--- src/rtl/serial_addsub_ctrl.sv ---
// Bit-serial add/subtract unit with a start/busy/done handshake.
// A single full-adder/full-subtractor cell with a registered carry/borrow
// processes one operand bit per enabled clock, LSB first.
//
// Optional feature: define SAT_EN for unsigned saturation at completion.
// An add that carries out writes all ones, and a sub that borrows out writes
// zero. RCO always reports the raw carry/borrow.
//
// Ports:
//   clk   - clock, rising edge
//   rst   - synchronous reset, active-high, overrides everything
//   enb   - global enable; 0 freezes FSM, index, carry and operand/shift regs
//   start - request an operation; sampled only in IDLE with enb=1
//   modo  - 00 A+B, 01 A-B, 10 Q+B, 11 Q-B
//   A, B  - operands (A is ignored in modes 10/11)
//   Q     - registered result
//   RCO   - registered carry-out (add) or borrow-out (sub)
//   busy  - operation in progress
//   done  - one-cycle pulse when Q/RCO are updated
module serial_addsub_ctrl #(
    parameter int unsigned WIDTH = 4,
    parameter int unsigned CNT_W = $clog2(WIDTH)
) (
    input  logic             clk,
    input  logic             rst,
    input  logic             enb,
    input  logic             start,
    input  logic [1:0]       modo,
    input  logic [WIDTH-1:0] A,
    input  logic [WIDTH-1:0] B,
    output logic [WIDTH-1:0] Q,
    output logic             RCO,
    output logic             busy,
    output logic             done
);

    typedef enum logic {IDLE = 1'b0, RUN = 1'b1} state_t;

    localparam logic [CNT_W-1:0] LAST_IDX = CNT_W'(WIDTH - 1);

    state_t             state, state_n;
    logic [CNT_W-1:0]   idx, idx_n;
    logic               cy, cy_n;
    logic [WIDTH-1:0]   x, x_n;
    logic [WIDTH-1:0]   y, y_n;
    logic               op, op_n;
    logic [WIDTH-1:0]   sreg, sreg_n;
    logic [WIDTH-1:0]   q_n;
    logic               rco_n, busy_n, done_n;

    logic               xb, yb, sum_bit, cout;
    logic [WIDTH-1:0]   res;

    // Shared full-adder/full-subtractor cell on the current bit.
    assign xb      = x[idx];
    assign yb      = y[idx];
    assign sum_bit = xb ^ yb ^ cy;
    assign cout    = op ? ((~xb & yb) | (~(xb ^ yb) & cy))
                        : ((xb & yb) | (xb & cy) | (yb & cy));
    // Result bits enter at the MSB so the LSB lands at bit 0 after WIDTH shifts.
    assign res     = {sum_bit, sreg[WIDTH-1:1]};

    // State and datapath registers.
    always_ff @(posedge clk) begin
        if (rst) begin
            state <= IDLE;
            idx   <= '0;
            cy    <= 1'b0;
            x     <= '0;
            y     <= '0;
            op    <= 1'b0;
            sreg  <= '0;
            Q     <= '0;
            RCO   <= 1'b0;
            busy  <= 1'b0;
            done  <= 1'b0;
        end else begin
            state <= state_n;
            idx   <= idx_n;
            cy    <= cy_n;
            x     <= x_n;
            y     <= y_n;
            op    <= op_n;
            sreg  <= sreg_n;
            Q     <= q_n;
            RCO   <= rco_n;
            busy  <= busy_n;
            done  <= done_n;
        end
    end

    // Next-state and output logic.
    always_comb begin
        state_n = state;
        idx_n   = idx;
        cy_n    = cy;
        x_n     = x;
        y_n     = y;
        op_n    = op;
        sreg_n  = sreg;
        q_n     = Q;
        rco_n   = RCO;
        busy_n  = busy;
        done_n  = 1'b0;

        if (enb) begin
            unique case (state)
                IDLE: begin
                    if (start) begin
                        // Accumulate modes take the current Q as first operand.
                        x_n     = modo[1] ? Q : A;
                        y_n     = B;
                        op_n    = modo[0];
                        cy_n    = 1'b0;
                        idx_n   = '0;
                        busy_n  = 1'b1;
                        state_n = RUN;
                    end
                end
                RUN: begin
                    cy_n   = cout;
                    sreg_n = res;
                    idx_n  = idx + CNT_W'(1);
                    if (idx == LAST_IDX) begin
                        q_n     = res;
`ifdef SAT_EN
                        if (cout) begin
                            q_n = op ? '0 : '1;
                        end
`endif
                        rco_n   = cout;
                        done_n  = 1'b1;
                        busy_n  = 1'b0;
                        idx_n   = '0;
                        state_n = IDLE;
                    end
                end
                default: state_n = IDLE;
            endcase
        end
    end

endmodule

--- config.mk ---
export PLATFORM = sky130hd
export DESIGN_NAME = serial_addsub_ctrl
export DESIGN_NICKNAME = d
export VERILOG_FILES = /design/src/rtl/serial_addsub_ctrl.sv
export SDC_FILE = /design/constraint.sdc
export NUM_CORES = 1
export LEC_CHECK = 0
export CORE_MARGIN = 5
export CORE_UTILIZATION = 44
export DETAILED_ROUTE_END_ITERATION = 6
export GPL_TIMING_DRIVEN = 0
export PLACE_DENSITY = 0.82
export SYNTH_ARGS = -nofsm -noshare
export SYNTH_HDL_FRONTEND = slang
export SYNTH_SLANG_ARGS = --single-unit
--- constraint.sdc ---
create_clock -name clk -period 2 [get_ports clk]
set_input_delay 0.4 -clock clk [delete_from_list [all_inputs] [get_ports clk]]
set_output_delay 0.4 -clock clk [all_outputs]
set_load 0.02 [all_outputs]
==> metrics.yaml <==
run_status:
  outcome: "finished, final reports clean"
yosys:
  synth_fp_nets: 118
  synth.area.top_cells: "dfxtp_1 (45%), mux2i_1 (9.7%), a211oi_2 (4.9%)"
  synth.largest_area_cell: "dfxtp_1"
  seq_area_frac_synth_pct: 44.82
  syn_inst: 101
  synth_warnings: 0
  ys_ff_latch: 23
  syn-mean-instance-area_um2: 10.17
  synth_cell_types: 26
  syn_area_mm2: 0.001027
  synth_top_area_share_pct: 44.82
power:
  p_per_area_mw_per_mm2: 631.7
  p_leak_nw: 0.4508
  irDropWorstVdd_uv: 522.0
  switching_share_pct: 24.77
  total_power_w: 0.0008205
  p_comb_share_pct: 15.2
  pwr-share-clk_pct: 25.2
  switchingPower_w: 0.0002032
  p_int_w: 0.0006172
  p_seq_share_pct: 59.5
placed_design:
  io_buffer_count: 19
  place_area_mm2: 0.001252
  dp_cells: 148
  dp_hpwl_um: 1555
  place.gp.congestion: 0.8254
  place_ws_ps: -177.3
critical_path:
  cp_data_arrival_time_ps: 2170
  max_stage_delay_ps: 550
  cp_slowest_cell: "mux4_2"
  crit_buf_inv: 0
  crit_chain: "mux4_2, fa_2, a2111oi_4, a32o_1"
  rrSetupSlack_ps: 90
  r2r_end: "RCO$_SDFFE_PP0P_"
  crit_type: "flop to flop"
  reg2regPathDepth: 4
  path_delay_family: "multiplexers"
  critPathMaxFanout: 4
  crit_path_start_kind: "flop"
  r2r_start: "idx[0]$_SDFFE_PP0P_"
  cp.required_ps: 2260
  cp-end-kind: "flop"
die:
  die_area_mm2: 0.003401
  die_x_um: 58.32
  num_rows: 17
  die_h_um: 58.32
  io_pins: 21
  core_area_mm2: 0.002212
  initial_utilization_pct: 46.44
grt:
  grt_pass1_vias: 827
  grt_first_pass_wirelength_um: 3401
  grt_start_max_net_pins: 14
  antenna_found_initial: 0
  overflow: 0
  grtUsageTotal_pct: 13.04
sta:
  hold_viol: 0
  finClkSkew_ps: 8.936
  setup_viol_count_final: 0
  fin_ws_ps: 90.83
  fmax_mhz: 523.8
  period_share_pct: 95.46
  slew_headroom_pct: 66.26
  fin_crit_ps: 1909
  rsz0062_at_grt: "no"
  slew_viol_final: 0
  worst_pin_slew_ps: 506.1
detailed_routing:
  postRouteAntennaNets: 0
  via_per_inst: 5.171
  drtIter0Drc: 14
  drc: 0
  wl_um: 2028
  via_count: 786
  wire_per_inst_um: 13.34
  firstDrtPassIters: 4
cells_and_area:
  area_growth_pct: 26.43
  drive_gt1_share_pct: 18.55
  nets: 142
  n_antenna_cell: 0
  instances_no_fill: 152
  final_util_pct: 58.71
  design_area_mm2: 0.001299
worst_hold_path:
  whs_path_depth: 2
  hold_end: "sreg[1]$_SDFFE_PP0P_"
  worstHoldStart: "sreg[1]$_SDFFE_PP0P_"
  hp-class: "flop to flop"
clock_network:
  clock_sinks: 23
  cts_root_buf: "clkbuf_4"
  cts_tree: "built"
  cts_setup_buffers: 0
  cts-buffers-inserted: 3
  path_clk_slew_ps: 120
  clockBufferDepth: 2
  htree_levels: 1
  clk_latency_ps: 310
flow_run:
  drv_cap: 0
-- cell usage after synthesis --
cell type and instances:
o21ai_0 1, a211oi_2 4, nor2_2 4, buf_2 1, nor2b_1 1, nand2_1 12, a22oi_1 1, buf_12 1
a2111oi_2 1, ha_1 1, inv_1 4, and3b_1 1, a32o_1 1, nor3_1 1, nor2_1 9, mux2i_1 10
a31o_2 2, and2_2 1, nand3_1 5, mux4_2 2, buf_1 2, fa_1 2, buf_6 1, dfxtp_1 23
a21oi_1 9, clkbuf_1 1
-- worst register-to-register path: cells and delay by family (launching register included) --
family / cells / cell delay, ps
AO/OA/AOI/OAI: 2 / 500
multiplexers: 1 / 550
flip-flops: 1 / 400
adder cells (fa/ha/maj): 1 / 430
-- cells by family (layout without fill, tap and decap cells) --
logic type               after synthesis  in the layout  synth area share [%]
buffers and inverters                 10             33                 6.089
multiplexers                          12             12                 14.13
adder cells (fa/ha/maj)                3              3                 5.116
AO/OA/AOI/OAI                         19             19                 14.62
AND/OR/NAND/NOR                       34             34                 15.22
flip-flops                            23             23                 44.82
-- per-layer routing --
layer	vias to the layer above	track usage (%)	wire [um]
met5	-	0	0
li1	395	-	-
met3	5	2.851	121
met4	0	4.967	35
met1	364	14.79	860
met2	22	23.60	1011
-- placed cells by master, fill, tap and decap left out, types with 2 or more instances in the layout --
cell | Yosys | routed
nor2_2 | 4 | 4
nor2_1 | 9 | 9
nand2_1 | 12 | 12
inv_1 | 4 | 4
mux2i_1 | 10 | 10
a31o_2 | 2 | 2
a211oi_2 | 4 | 4
a21oi_1 | 9 | 9
buf_1 | 2 | 2
nand3_1 | 5 | 5
mux4_2 | 2 | 2
clkbuf_4 | 0 | 3
clkdlybuf4s50_1 | 0 | 19
dfxtp_1 | 23 | 22
-- how the worst max path moves through the flow --
stage,slack [ps],to,start,cells after the start
detailed placement,-180,RCO$_SDFFE_PP0P_,idx[0]$_SDFFE_PP0P_,4
CTS,4,RCO$_SDFFE_PP0P_,idx[0]$_SDFFE_PP0P_,4
global route,20,RCO$_SDFFE_PP0P_,idx[0]$_SDFFE_PP0P_,4
global placement,-100,RCO$_SDFFE_PP0P_,idx[0]$_SDFFE_PP0P_,4
finish,90,RCO$_SDFFE_PP0P_,idx[0]$_SDFFE_PP0P_,4
floorplan,6,RCO$_SDFFE_PP0P_,idx[0]$_SDFFE_PP0P_,4
-- area by class of cell --
| class | instances | area (um^2) |
|---|---|---|
| buffer | 6 | 47.55 |
| clock buffer | 3 | 22.52 |
| clock inverter | 1 | 5.005 |
| fill | 210 | 913.4 |
| inverter | 4 | 15.01 |
| multi-input combinational | 68 | 519.2 |
| sequential | 23 | 464.2 |
| tap | 28 | 35.03 |
| timing repair buffer | 19 | 190.2 |
-- power groups by stage --
stage                     Combinational [W]  Sequential [W]  Clock (W)
after floorplan                   0.0000740        0.000500          0
after global placement             0.000119        0.000498          0
after detailed placement           0.000122        0.000499          0
after CTS                          0.000126        0.000489   0.000220
after global routing               0.000136        0.000491   0.000232
final                              0.000125        0.000488   0.000207
-- per-stage QoR --
step	hold WS (ps)	TNS, ps
floorplan	436.6	0
global placement	446.3	-170.4
detailed placement	448.2	-325.6
CTS	466.2	0
global route	483.6	0
finish	465.9	0
-- what timing repair did --
item / in CTS / in global routing
gates cloned: 0 / 0
setup endpoints to repair: 2 / 2
hold buffers: 0 / 0
gates resized for setup: 4 / 0
pin swaps: 0 / 1
-- state kept, by name, summed over array words and instances, names as in the netlist --
signal  flops
RCO         1
y           4
cy          1
busy        1
op          1
idx         2
state       1
x           4
sreg        3
Q           4
done        1
Power figures use the tool's default switching activity.
